--- config.mk ---
export PLATFORM = sky130hd
export DESIGN_NAME = uart_rx_fifo
export DESIGN_NICKNAME = d
export VERILOG_FILES = /design/src/rtl/uart_pkg.sv /design/src/rtl/uart_fifo_mem.sv /design/src/rtl/uart_rx_fifo.sv
export SDC_FILE = /design/constraint.sdc
export NUM_CORES = 1
export LEC_CHECK = 0
export BUFFER_PORTS_ARGS = -buffer_cell sky130_fd_sc_hd__clkbuf_2
export CORE_MARGIN = 2
export CORE_UTILIZATION = 45
export CTS_CLUSTER_DIAMETER = 80
export CTS_CLUSTER_SIZE = 30
export DETAILED_ROUTE_END_ITERATION = 12
export PLACE_DENSITY_LB_ADDON = 0.15
export SETUP_SLACK_MARGIN = 0.05
export SYNTH_ARGS = -nofsm -noshare
export SYNTH_HDL_FRONTEND = slang
export SYNTH_HIERARCHICAL = 1
export SYNTH_SLANG_ARGS = --single-unit
--- constraint.sdc ---
create_clock -name clk -period 3.5 [get_ports clk]
set_clock_uncertainty 0.1 [all_clocks]
set_input_delay 0.175 -clock clk [delete_from_list [all_inputs] [get_ports clk]]
set_output_delay 0.175 -clock clk [all_outputs]
set_load 0.02 [all_outputs]
--- src/rtl/uart_pkg.sv ---
// uart_pkg: shared UART widths, byte type and default FIFO depth
package uart_pkg;
  localparam int UART_DATA_W  = 8;
  localparam int UART_FIFO_AW = 4;
  typedef logic [UART_DATA_W-1:0] uart_byte_t;
endpackage

--- src/rtl/uart_fifo_mem.sv ---
// uart_fifo_mem: 2**ADDR_W x DATA_W register array, sync write, async read, no reset
//   i_we/i_waddr/i_wdata : write port, captured on clk
//   i_raddr/o_rdata      : combinational read port
module uart_fifo_mem
  import uart_pkg::*;
#(
  parameter int DATA_W = UART_DATA_W,
  parameter int ADDR_W = UART_FIFO_AW
) (
  input  logic              clk,
  input  logic              i_we,
  input  logic [ADDR_W-1:0] i_waddr,
  input  logic [DATA_W-1:0] i_wdata,
  input  logic [ADDR_W-1:0] i_raddr,
  output logic [DATA_W-1:0] o_rdata
);
  logic [DATA_W-1:0] r_mem [2**ADDR_W];
  always_ff @(posedge clk)
    if (i_we) r_mem[i_waddr] <= i_wdata;
  assign o_rdata = r_mem[i_raddr];
endmodule

--- src/rtl/uart_rx_fifo.sv ---
// uart_rx_fifo: show-ahead receive byte FIFO with occupancy status and sticky overflow
//   wr_en/wr_data : one-cycle push strobe and byte from the receiver
//   rd_en/rd_data : pop request and oldest stored byte (valid while empty=0)
//   empty/full/count : status from registered pointers
//   overflow/ovf_clr : sticky dropped-byte flag and its synchronous clear
module uart_rx_fifo
  import uart_pkg::*;
#(
  parameter int DATA_W = UART_DATA_W,
  parameter int ADDR_W = UART_FIFO_AW
) (
  input  logic              clk,
  input  logic              reset_n,
  input  logic              wr_en,
  input  logic [DATA_W-1:0] wr_data,
  input  logic              rd_en,
  output logic [DATA_W-1:0] rd_data,
  output logic              empty,
  output logic              full,
  output logic [ADDR_W:0]   count,
  output logic              overflow,
  input  logic              ovf_clr
);
  logic [ADDR_W:0] r_wr_ptr;
  logic [ADDR_W:0] r_rd_ptr;
  logic            r_overflow;
  logic            w_rd;
  logic            w_wr;
  logic            w_ovf_set;
  assign empty = r_wr_ptr == r_rd_ptr;
  assign full  = (r_wr_ptr[ADDR_W-1:0] == r_rd_ptr[ADDR_W-1:0]) && (r_wr_ptr[ADDR_W] != r_rd_ptr[ADDR_W]);
  assign count = r_wr_ptr - r_rd_ptr;
  assign overflow = r_overflow;
  assign w_rd = rd_en && !empty;
  // a pop while full frees exactly the slot the write pointer addresses
  assign w_wr = wr_en && (!full || w_rd);
  assign w_ovf_set = wr_en && full && !w_rd;
  always_ff @(posedge clk or negedge reset_n)
    if (!reset_n) begin
      r_wr_ptr   <= '0;
      r_rd_ptr   <= '0;
      r_overflow <= 1'b0;
    end else begin
      r_wr_ptr   <= w_wr ? r_wr_ptr + 1'b1 : r_wr_ptr;
      r_rd_ptr   <= w_rd ? r_rd_ptr + 1'b1 : r_rd_ptr;
      r_overflow <= w_ovf_set || (r_overflow && !ovf_clr);
    end
  uart_fifo_mem #(.DATA_W(DATA_W), .ADDR_W(ADDR_W)) u_mem (
    .clk     (clk),
    .i_we    (w_wr),
    .i_waddr (r_wr_ptr[ADDR_W-1:0]),
    .i_wdata (wr_data),
    .i_raddr (r_rd_ptr[ADDR_W-1:0]),
    .o_rdata (rd_data)
  );
endmodule

==> flow_metrics.env <==
export IMPL_min_path_type="in -> reg"
export IMPL_dp_final_hpwl_um=7110
export IMPL_synthTopCellsByArea="edfxtp_1 (68%), mux4_2 (7.1%), mux4_1 (6.5%)"
export IMPL_place_gp_congestion=0.746
export IMPL_ys_ff_latch=139
export IMPL_cpMostUsedCell="inv_1"
export IMPL_drt_pass1_iterations=4
export IMPL_ys_seq_area_share_pct=72.5
export IMPL_netlist_area_um2=5680
export IMPL_worstPathArrival_ps=2870
export IMPL_numPlacedInstances=484
export IMPL_synth_distinct_cells=35
export IMPL_rows=41
export IMPL_drc=0
export IMPL_rrSetupSlack_ps=560
export IMPL_start_kind="register"
export IMPL_path_delay_family="simple AND/OR/NAND/NOR gates"
export IMPL_grt_pass1_vias=2838
export IMPL_rsz0062_at_grt="no"
export IMPL_place_ws_ps=567
export IMPL_yosysTopAreaCellShare_pct=67.6
export IMPL_synthFlopType="edfxtp_1"
export IMPL_ir_worst_vdd_v=0.000570
export IMPL_postCtsSetupBuffers=0
export IMPL_dr_wl_met3_um=488
export IMPL_finalCritPeriodShare_pct=83.9
export IMPL_status="complete, no violations"
export IMPL_die_x_um=116
export IMPL_totalWireLength_um=11200
export IMPL_wl_met2_um=5340
export IMPL_path_class="reg -> reg"
export IMPL_p_leak_nw=2.33
export IMPL_htree_levels=4
export IMPL_crit_path_max_fanout=11
export IMPL_syn_num_nets=305
export IMPL_timing_setup_tns_ps=0
export IMPL_cts_tree="yes"
export IMPL_via_per_inst=5.34
export IMPL_setup_ws_ps=563
export IMPL_mostFrequentLayoutCells="edfxtp_1 (128), clkbuf_2 (28), nor2_1 (19), mux4_2 (18), clkbuf_16 (17)"
export IMPL_r2r_start="r_wr_ptr[0]"
export IMPL_cts_buffers=17
export IMPL_clock_latency_ps=410
export IMPL_wl_per_cell_um=21.5
export IMPL_final_max_slew_violation_count=0
export IMPL_worst_pin_slew_ps=944
export IMPL_n_antenna_cell=0
export IMPL_r2r_end="u_mem/r_mem[2][7]"
export IMPL_initial_core_util_pct=45.6
export IMPL_rr_worst_depth=7
export IMPL_drive_above_1_share_pct=27.3
export IMPL_hold_violations=0
export IMPL_clockRootBuffer="clkbuf_16"
export IMPL_min_to="r_rd_ptr[0]"
export IMPL_end_kind="register"
export IMPL_synth_cells=285
export IMPL_clk_pin_slew_ps=60
export IMPL_ant_nets=0
export IMPL_synth_edff_count=128
export IMPL_setup_viol=0
export IMPL_coreArea_um2=12500
export IMPL_dieHeight_um=116
export IMPL_first_iter_violations=199
export IMPL_grt_overflow=0
export IMPL_fillers=1008
export IMPL_yosysTopAreaCell="edfxtp_1"
export IMPL_nets=355
export IMPL_fmax_ghz=0.340
export IMPL_synth_async_reset_ratio_pct=7.91
export IMPL_critical_path_max_stage_delay_ps=640
export IMPL_vias=2778
export IMPL_hold_ws_ps=53.2
export IMPL_critPathBufInv=2
export IMPL_cts_sink_count=139
export IMPL_period_needed_ps=2940
export IMPL_worst_path_max_delay_cell="nor2_1"
export IMPL_yosysWarnings=6
export IMPL_fin_cells=520
export IMPL_antenna_found_initial=0
export IMPL_place_port_buffers=28
export IMPL_io_pins=29
export IMPL_die_area_um2=13500
export IMPL_crit_chain="inv_1 > ha_1 > nand4_2 > o31ai_4 > inv_1 > or3b_2 > nor2_1"
export IMPL_maxSlewHeadroom_pct=36.8
export IMPL_grt_first_pass_wirelength_um=17100
export IMPL_power_per_cell_area_nw_per_um2=902
export IMPL_hold_depth=3
export IMPL_grt_usage_pct=18.4
export IMPL_maxCapViolations=0
export IMPL_final_common_cell="edfxtp_1"
export IMPL_required_ps=3430
export IMPL_hold_start="rd_en"
export IMPL_area_delta_synth_final_pct=17.2
export IMPL_wl_met1_um=5220
export IMPL_avgSynthCellArea_um2=19.9
export IMPL_clk_path_buf_depth=2
export IMPL_grt_max_degree=36
export IMPL_top_layer="met4"
[cell usage after synthesis, types with 2 or more instances]
cell type / number
dfrtp_1: 11
nor3_1: 5
nor2_1: 19
a22oi_1: 16
edfxtp_1: 128
xor2_1: 6
inv_1: 9
ha_1: 6
mux4_2: 18
buf_2: 3
nand3_1: 3
nand2b_1: 2
a21o_1: 2
xnor2_1: 6
clkdlybuf4s25_2: 3
a21oi_1: 2
mux4_1: 14
nand3b_1: 2
buf_6: 3
nand2_1: 12
[layout make-up]
| cell class | instances | area, µm² | share of cell area [%] |
|---|---|---|---|
| clock buffers | 17 | 425 | 6.39 |
| clock inverters | 15 | 173 | 2.59 |
| inverters | 9 | 33.8 | 0.507 |
| multi-input cells | 127 | 1440 | 21.7 |
| flip-flops and latches | 139 | 4120 | 61.9 |
| well taps | 172 | 215 | 3.23 |
| repair buffers | 41 | 248 | 3.72 |
[registers in the layout (all words and copies together), names as in the netlist]
signal,count
overflow,1
r_rd_ptr,5
r_wr_ptr,5
u_mem/r_mem,128
[metrics by stage]
step                      area [µm²]  util, %  total power, mW
final                           6660     53.4             6.01
after floorplan                 5680        -             3.69
after global routing            6660     53.4             6.32
after CTS                       6660     53.4             6.08
after global placement          6020     48.3             4.25
after detailed placement        6020     48.3             4.27
[repair_timing]
action / in CTS / in global routing
gates resized for setup: 0 / 0
hold endpoints to repair: 13 / 0
hold buffers: 4 / 0
[kinds of logic (layout without fill, tap and decap cells)]
| group | count (synthesis) | count (layout) | share of synthesized area (%) |
|---|---|---|---|
| XOR/XNOR | 13 | 13 | 2.14 |
| AO/OA/AOI/OAI | 23 | 23 | 3.17 |
| flip-flops | 139 | 139 | 72.5 |
| multiplexers | 34 | 34 | 14.1 |
| adder cells (fa/ha/maj) | 7 | 7 | 1.67 |
| AND/OR/NAND/NOR | 50 | 50 | 4.36 |
| buffers and inverters | 19 | 82 | 2.11 |
[worst reg2reg max path: stages (launching register included)]
cell and delay (ps):
dfrtp_1 530, inv_1 90, ha_1 330, nand4_2 160
o31ai_4 100, inv_1 120, or3b_2 500, nor2_1 640
[how the worst max path moves through the flow]
| stage | startpoint | endpoint | slack [ps] | cells after the start |
|---|---|---|---|---|
| final | r_wr_ptr[0] | u_mem/r_mem[2][7] | 560 | 7 |
| after CTS | r_wr_ptr[0] | u_mem/r_mem[2][1] | 570 | 7 |
| after floorplan | r_wr_ptr[0] | u_mem/r_mem[0][0] | 730 | 7 |
| after global routing | r_wr_ptr[0] | u_mem/r_mem[2][7] | 440 | 7 |
| after detailed placement | r_wr_ptr[0] | u_mem/r_mem[2][0] | 570 | 7 |
| after global placement | r_wr_ptr[0] | u_mem/r_mem[2][3] | 660 | 7 |
[where the power goes]
group	switching (mW)	internal [mW]
Combinational	1.22	0.823
Clock	0.681	1.12
Sequential	0.130	2.04
[layer usage]
metal / vias to the layer above / GRT usage, %
li1: 1262 / -
met1: 1436 / 25.9
met3: 9 / 4.51
met2: 71 / 27.6
met5: - / 0
met4: 0 / 7.78
No activity file was read; power rests on OpenSTA's default activity.
